--- src/rtl/sdram_cpu_bridge_if.sv ---
// sdram_cpu_bridge_if: 65C02 bus cycle signals plus the native SDRAM controller request port.
// slave = the bridge, master = the CPU/decoder and controller environment driving it.
interface sdram_cpu_bridge_if #(
    parameter int ADDR_WIDTH = 24,
    parameter int SDR_DW = 16
);
    logic                    i_cpu_phi2;
    logic                    i_cs;
    logic                    i_cpu_rwb;
    logic [ADDR_WIDTH-1:0]   i_addr;
    logic [7:0]              i_cpu_data;
    logic [7:0]              o_cpu_data;
    logic                    o_cpu_rdy;
    logic                    o_sdr_we;
    logic                    o_sdr_re;
    logic [ADDR_WIDTH-2:0]   o_sdr_addr;
    logic [SDR_DW-1:0]       o_sdr_din;
    logic [1:0]              o_sdr_dm;
    logic                    i_sdr_busy;
    logic                    i_sdr_wr_ack;
    logic                    i_sdr_rd_valid;
    logic [SDR_DW-1:0]       i_sdr_dout;
    logic                    o_timeout;
    modport slave (
        input  i_cpu_phi2, i_cs, i_cpu_rwb, i_addr, i_cpu_data,
        input  i_sdr_busy, i_sdr_wr_ack, i_sdr_rd_valid, i_sdr_dout,
        output o_cpu_data, o_cpu_rdy, o_sdr_we, o_sdr_re, o_sdr_addr, o_sdr_din, o_sdr_dm, o_timeout
    );
    modport master (
        output i_cpu_phi2, i_cs, i_cpu_rwb, i_addr, i_cpu_data,
        output i_sdr_busy, i_sdr_wr_ack, i_sdr_rd_valid, i_sdr_dout,
        input  o_cpu_data, o_cpu_rdy, o_sdr_we, o_sdr_re, o_sdr_addr, o_sdr_din, o_sdr_dm, o_timeout
    );
endinterface

--- src/rtl/sdram_cpu_bridge.sv ---
// sdram_cpu_bridge: turns one 65C02 bus cycle into one SDRAM word request, stalling the CPU via RDY.
// Byte lanes are selected by addr[0] through DQM; a missing ack aborts after TIMEOUT_CYC cycles.
module sdram_cpu_bridge #(
    parameter int ADDR_WIDTH = 24,
    parameter int SDR_DW = 16,
    parameter int TIMEOUT_CYC = 255
) (
    input  logic             i_sysclk,
    input  logic             i_resb,
    sdram_cpu_bridge_if.slave bus
);
    localparam int CW = $clog2(TIMEOUT_CYC + 1);
    typedef enum logic [1:0] {IDLE, ISSUE, WAIT, DONE} state_t;
    state_t        state;
    logic [1:0]    phi2_sync;
    logic          phi2_q;
    logic          lane;
    logic          rwb;
    logic [CW-1:0] cnt;
    logic          rise;
    logic          fall;
    logic          ack;
    logic          expired;
    assign rise    = phi2_sync[1] & ~phi2_q;
    assign fall    = ~phi2_sync[1] & phi2_q;
    assign ack     = rwb ? bus.i_sdr_rd_valid : bus.i_sdr_wr_ack;
    assign expired = cnt == CW'(TIMEOUT_CYC);
    always_ff @(posedge i_sysclk) begin
        if (!i_resb) begin
            state          <= IDLE;
            phi2_sync      <= '0;
            phi2_q         <= 1'b0;
            lane           <= 1'b0;
            rwb            <= 1'b0;
            cnt            <= '0;
            bus.o_cpu_rdy  <= 1'b1;
            bus.o_sdr_we   <= 1'b0;
            bus.o_sdr_re   <= 1'b0;
            bus.o_cpu_data <= 8'h00;
            bus.o_timeout  <= 1'b0;
            bus.o_sdr_addr <= '0;
            bus.o_sdr_din  <= '0;
            bus.o_sdr_dm   <= 2'b11;
        end else begin
            phi2_sync    <= {phi2_sync[0], bus.i_cpu_phi2};
            phi2_q       <= phi2_sync[1];
            bus.o_sdr_we <= 1'b0;
            bus.o_sdr_re <= 1'b0;
            case (state)
                IDLE: if (rise && bus.i_cs) begin
                    bus.o_sdr_addr <= bus.i_addr[ADDR_WIDTH-1:1];
                    bus.o_sdr_din  <= {(SDR_DW/8){bus.i_cpu_data}};
                    bus.o_sdr_dm   <= bus.i_addr[0] ? 2'b01 : 2'b10;
                    lane           <= bus.i_addr[0];
                    rwb            <= bus.i_cpu_rwb;
                    cnt            <= '0;
                    bus.o_cpu_rdy  <= 1'b0;
                    state          <= ISSUE;
                end
                ISSUE: if (!bus.i_sdr_busy) begin
                    bus.o_sdr_re <= rwb;
                    bus.o_sdr_we <= ~rwb;
                    state        <= WAIT;
                end
                WAIT: begin
                    cnt <= expired ? cnt : cnt + 1'b1;
                    // an ack in the expiry cycle still completes normally
                    if (ack) begin
                        bus.o_cpu_data <= rwb ? (lane ? bus.i_sdr_dout[15:8] : bus.i_sdr_dout[7:0]) : bus.o_cpu_data;
                        bus.o_cpu_rdy  <= 1'b1;
                        state          <= DONE;
                    end else if (expired) begin
                        bus.o_timeout  <= 1'b1;
                        bus.o_cpu_data <= rwb ? 8'hFF : bus.o_cpu_data;
                        bus.o_cpu_rdy  <= 1'b1;
                        state          <= DONE;
                    end
                end
                DONE: if (fall) state <= IDLE;
                default: state <= IDLE;
            endcase
        end
    end
endmodule

--- src/flat_wrapper.sv ---
// flat-port wrapper written by rule: the top's interface ports become plain ports
module sdram_cpu_bridge_flat 
#(
    parameter int ADDR_WIDTH = 24,
    parameter int SDR_DW = 16,
    parameter int TIMEOUT_CYC = 255
)
  (i_sysclk, i_resb, bus_i_cpu_phi2, bus_i_cs, bus_i_cpu_rwb, bus_i_addr, bus_i_cpu_data, bus_i_sdr_busy, bus_i_sdr_wr_ack, bus_i_sdr_rd_valid, bus_i_sdr_dout, bus_o_cpu_data, bus_o_cpu_rdy, bus_o_sdr_we, bus_o_sdr_re, bus_o_sdr_addr, bus_o_sdr_din, bus_o_sdr_dm, bus_o_timeout);
  sdram_cpu_bridge_if #(.ADDR_WIDTH(ADDR_WIDTH), .SDR_DW(SDR_DW)) bus_i ();
  input  logic i_sysclk;
  input  logic i_resb;
  input wire logic [$bits(bus_i.i_cpu_phi2)-1:0] bus_i_cpu_phi2;
  input wire logic [$bits(bus_i.i_cs)-1:0] bus_i_cs;
  input wire logic [$bits(bus_i.i_cpu_rwb)-1:0] bus_i_cpu_rwb;
  input wire logic [$bits(bus_i.i_addr)-1:0] bus_i_addr;
  input wire logic [$bits(bus_i.i_cpu_data)-1:0] bus_i_cpu_data;
  input wire logic [$bits(bus_i.i_sdr_busy)-1:0] bus_i_sdr_busy;
  input wire logic [$bits(bus_i.i_sdr_wr_ack)-1:0] bus_i_sdr_wr_ack;
  input wire logic [$bits(bus_i.i_sdr_rd_valid)-1:0] bus_i_sdr_rd_valid;
  input wire logic [$bits(bus_i.i_sdr_dout)-1:0] bus_i_sdr_dout;
  output wire logic [$bits(bus_i.o_cpu_data)-1:0] bus_o_cpu_data;
  output wire logic [$bits(bus_i.o_cpu_rdy)-1:0] bus_o_cpu_rdy;
  output wire logic [$bits(bus_i.o_sdr_we)-1:0] bus_o_sdr_we;
  output wire logic [$bits(bus_i.o_sdr_re)-1:0] bus_o_sdr_re;
  output wire logic [$bits(bus_i.o_sdr_addr)-1:0] bus_o_sdr_addr;
  output wire logic [$bits(bus_i.o_sdr_din)-1:0] bus_o_sdr_din;
  output wire logic [$bits(bus_i.o_sdr_dm)-1:0] bus_o_sdr_dm;
  output wire logic [$bits(bus_i.o_timeout)-1:0] bus_o_timeout;
  assign bus_i.i_cpu_phi2 = bus_i_cpu_phi2;
  assign bus_i.i_cs = bus_i_cs;
  assign bus_i.i_cpu_rwb = bus_i_cpu_rwb;
  assign bus_i.i_addr = bus_i_addr;
  assign bus_i.i_cpu_data = bus_i_cpu_data;
  assign bus_i.i_sdr_busy = bus_i_sdr_busy;
  assign bus_i.i_sdr_wr_ack = bus_i_sdr_wr_ack;
  assign bus_i.i_sdr_rd_valid = bus_i_sdr_rd_valid;
  assign bus_i.i_sdr_dout = bus_i_sdr_dout;
  assign bus_o_cpu_data = bus_i.o_cpu_data;
  assign bus_o_cpu_rdy = bus_i.o_cpu_rdy;
  assign bus_o_sdr_we = bus_i.o_sdr_we;
  assign bus_o_sdr_re = bus_i.o_sdr_re;
  assign bus_o_sdr_addr = bus_i.o_sdr_addr;
  assign bus_o_sdr_din = bus_i.o_sdr_din;
  assign bus_o_sdr_dm = bus_i.o_sdr_dm;
  assign bus_o_timeout = bus_i.o_timeout;
  sdram_cpu_bridge #(.ADDR_WIDTH(ADDR_WIDTH), .SDR_DW(SDR_DW), .TIMEOUT_CYC(TIMEOUT_CYC)) u_core (.i_sysclk(i_sysclk), .i_resb(i_resb), .bus(bus_i));
endmodule
--- config.mk ---
export PLATFORM = sky130hd
export DESIGN_NAME = sdram_cpu_bridge_flat
export DESIGN_NICKNAME = d
export VERILOG_FILES = /design/src/rtl/sdram_cpu_bridge_if.sv /design/src/rtl/sdram_cpu_bridge.sv /design/src/flat_wrapper.sv
export SDC_FILE = /design/constraint.sdc
export NUM_CORES = 1
export LEC_CHECK = 0
export CORE_ASPECT_RATIO = 1.25
export CORE_UTILIZATION = 25
export CTS_CLUSTER_SIZE = 28
export DETAILED_ROUTE_END_ITERATION = 12
export PLACE_DENSITY = 0.62
export SLEW_MARGIN = 10
export SYNTH_ARGS = -nofsm -noshare
export SYNTH_HDL_FRONTEND = slang
export SYNTH_SLANG_ARGS = --single-unit
export TNS_END_PERCENT = 1
--- constraint.sdc ---
create_clock -name i_sysclk -period 2 [get_ports i_sysclk]
set_input_delay 0.4 -clock i_sysclk [delete_from_list [all_inputs] [get_ports i_sysclk]]
set_output_delay 0.4 -clock i_sysclk [all_outputs]
set_load 0.01 [all_outputs]
==> impl_metrics.yaml, run 1 <==
place:
  dp_hpwl_mm: 4.65
  place_inst: 495
  gp_congestion: 0.739
  dp_slack_ns: -0.0686
  port_buffers: 108
  dpl_cell_area_um2: 3640
finish:
  multi_input_area_um2: 1090
  n_antenna_cell: 0
  areaGrowthSynthToFinish_pct: 62.1
  finalInstanceArea_um2: 3920
  nNetsFinal: 444
  num-fill-cells: 920
  drive_above_1_share_pct: 11.9
  regArea_um2: 1200
  stdcell_count: 511
pwr:
  comb_power_share_pct: 14.3
  power_frac_clock_pct: 45.4
  p_int_mw: 2.44
  switching_power_mw: 0.733
  power_mw: 3.17
  leakagePower_nw: 1.37
  p_per_area_nw_per_um2: 808
  power_frac_seq_pct: 40.3
  vdd_drop_max_v: 0.000519
  swShare_pct: 23.1
synth:
  ys_top_cells_by_count: "nand2_1, dfxtp_1, a21oi_1"
  ys_async_sr_fraction_pct: 0
  synthFlopType: "dfxtp_1"
  yosysTopAreaCell: "dfxtp_1"
  synth_xor_area_share_pct: 0.362
  synthSimpleGateAreaFrac_pct: 19.5
  synth_enable_flop_cells: 0
  synth_top_cell_area_share_pct: 49.7
  yosys_warnings: 0
  synthAdderAreaFrac_pct: 2.59
  synth_area_um2: 2420
  muxShareOfSynthArea_pct: 4.55
  synth.distinct_cells: 39
  ys_top_cells_by_area: "dfxtp_1, nand2_1, a21oi_1"
  syn_avg_cell_area_um2: 8.79
  synth-seq-cells: 60
  synth_top_family_by_area: "simple AND/OR/NAND/NOR gates"
  synthCells: 275
  synth_compound_area_share_pct: 18.0
  syn_nets: 336
  yosysMostFrequentCell: "nand2_1"
  ys_seq_area_share_pct: 49.7
detailed_routing:
  num_vias: 2257
  drtAntennaViolNets: 0
  post_drt_via_cell_ratio: 4.42
  drc: 0
  drt_iter0_markers: 95
  wirelength_mm: 6.39
  wl_per_cell_um: 12.5
  firstDrtPassIters: 4
critical_path:
  setup.worst_path.start_class: "register"
  criticalPathCategory: "reg2reg"
  r2r_slack_ns: 0.14
  regToRegEndpoint: "u_core.cnt[2]$_SDFFE_PN0P_"
  arrival_ns: 2.07
  crit_required_ns: 2.21
  r2r-start: "u_core.state[0]$_SDFFE_PN0P_"
  worstPathMaxFanout: 5
  reg2reg_depth: 8
  end_kind: "register"
status:
  status: "finished clean"
global_route:
  grt_pass1_vias: 2261
  use_met3_pct: 4.30
  met2_usage_pct: 23.0
  grt_start_max_net_pins: 40
  grt_use_met1_pct: 15.0
  grtUsageTotal_pct: 13.4
  grt-ovfl-total: 0
  antenna_found_initial: 0
  grt_pass1_wl_mm: 10.8
  busiest_layer: "met2"
timing:
  fmax_mhz: 537
  slew_headroom_pct: 74.2
  worst_pin_slew_ns: 0.386
  slew_violations: 0
  fin_crit_ns: 1.86
  setup_slack_ns: 0.139
  finalClockSkew_ns: 0.00437
  finalHoldViolCount: 0
  post-route-period-util_pct: 93.1
  rsz0062_at_grt: "false"
  setup_viol: 0
clock_tree:
  htreeDepth: 3
  clock-root-buffer: "clkbuf_16"
  cts_tree: "built"
  path_clk_slew_ns: 0.05
  postCtsHoldBufs: 0
  cts.path.max_buffers: 2
  clock-sinks: 60
  numCtsBuffers: 9
  clk_latency_ns: 0.32
die:
  die_area_um2: 10100
  rows: 39
  die_h_um: 112
  io_pins: 109
  die_x_um: 90.0
  start_util_pct: 26.1
  core_area_um2: 9270
min_path:
  hold_end: "u_core.phi2_sync[1]$_SDFF_PN0_"
  hold_path_depth: 1
  holdCritStartpoint: "u_core.phi2_sync[0]$_SDFF_PN0_"
  hold_path_class: "reg2reg"
flow_run:
  max-cap-violations: 0
-- how the worst max path moves through the flow --
stage / cells after the start / end / from / slack (ns)
floorplan: 7 / u_core.cnt[7]$_SDFFE_PN0P_ / u_core.state[0]$_SDFFE_PN0P_ / 0.28
global placement: 5 / u_core.cnt[7]$_SDFFE_PN0P_ / bus_i_cs / -0.006
detailed placement: 5 / u_core.cnt[5]$_SDFFE_PN0P_ / bus_i_cs / -0.07
CTS: 6 / u_core.cnt[5]$_SDFFE_PN0P_ / u_core.state[0]$_SDFFE_PN0P_ / 0.11
global route: 8 / u_core.cnt[2]$_SDFFE_PN0P_ / u_core.state[0]$_SDFFE_PN0P_ / 0.006
finish: 8 / u_core.cnt[2]$_SDFFE_PN0P_ / u_core.state[0]$_SDFFE_PN0P_ / 0.14
-- per-stage QoR --
step                TNS [ns]  utilization [%]  hold slack (ns)
floorplan                  0                -            0.412
global placement    -0.00593             39.2            0.427
detailed placement    -0.248             39.2            0.432
CTS                        0             42.3            0.447
global route               0             42.3            0.462
finish                     0             42.3            0.444
-- state kept, by name (all words and copies together) (netlist names) --
name	count
u_core.phi2_q	1
u_core.bus.o_sdr_we	1
u_core.bus.o_sdr_din	8
u_core.bus.o_cpu_rdy	1
u_core.phi2_sync	2
u_core.state	2
u_core.bus.o_sdr_addr	23
u_core.bus.o_cpu_data	8
u_core.lane	1
u_core.rwb	1
u_core.bus.o_sdr_re	1
u_core.bus.o_sdr_dm	2
u_core.cnt	8
u_core.bus.o_timeout	1
-- worst max-delay path: stages (launching register included) --
cell      delay, ns
dfxtp_1        0.37
inv_1          0.09
ha_1           0.26
and4b_1        0.29
buf_4          0.17
o221ai_2       0.23
buf_4          0.16
xor2_1         0.14
nor2_1         0.05
-- kinds of logic (layout without fill, tap and decap cells) --
logic type	Yosys count	in the layout
buffers and inverters	26	139
AND/OR/NAND/NOR	106	106
flip-flops	60	60
XOR/XNOR	1	1
AO/OA/AOI/OAI	67	67
multiplexers	10	10
adder cells (fa/ha/maj)	5	5
-- final cells by class --
| type | instances | area share, % |
|---|---|---|
| Tap cell | 123 | 3.92 |
| Clock buffer | 15 | 7.08 |
| Timing Repair Buffer | 120 | 30.2 |
| Sequential cell | 60 | 30.6 |
| Clock inverter | 1 | 0.128 |
| Multi-Input combinational cell | 189 | 27.8 |
| Inverter | 3 | 0.287 |
-- layout by cell type, fill, tap and decap left out, types with 6 or more instances in the layout --
master	count
clkbuf_16	9
o221a_2	8
nand2_1	77
o21ai_0	7
mux2_2	8
nand3_1	6
a21oi_1	41
clkdlybuf4s50_1	108
buf_4	11
dfxtp_1	60
-- routing by layer --
layer	wire length (µm)	vias up	part of all wire, %
met1	2750	1012	43
met4	115	0	1.8
met3	422	10	6.6
met2	3100	75	49
met5	0	-	0
li1	-	1160	-
-- repair_timing --
item | in CTS | in global routing
gates resized for setup | 0 | 1
setup endpoints to repair | 0 | 1
setup buffers | 0 | 0
-- power by group through the flow --
| stage | logic, mW | clock network, mW | registers, mW |
|---|---|---|---|
| floorplan | 0.207 | 0 | 1.31 |
| detailed placement | 0.451 | 0 | 1.30 |
| global placement | 0.446 | 0 | 1.30 |
| CTS | 0.454 | 1.49 | 1.28 |
| global route | 0.501 | 1.55 | 1.28 |
| finish | 0.452 | 1.44 | 1.28 |
Note: power is estimated with default switching activity, not from simulation.
==> run 2: changes to the inputs <==
--- a/config.mk
+++ b/config.mk
@@ -5,11 +5,14 @@
 export SDC_FILE = /design/constraint.sdc
 export NUM_CORES = 1
 export LEC_CHECK = 0
+export ABC_CLOCK_PERIOD_IN_PS = 2000
+export CAP_MARGIN = 20
 export CORE_ASPECT_RATIO = 1.25
 export CORE_UTILIZATION = 25
 export CTS_CLUSTER_SIZE = 28
 export DETAILED_ROUTE_END_ITERATION = 12
 export PLACE_DENSITY = 0.62
+export SKIP_CTS_REPAIR_TIMING = 1
 export SLEW_MARGIN = 10
 export SYNTH_ARGS = -nofsm -noshare
 export SYNTH_HDL_FRONTEND = slang
==> results of run 2 <==
Same layout as run 1: the final DEF is identical, and so are final timing and power.
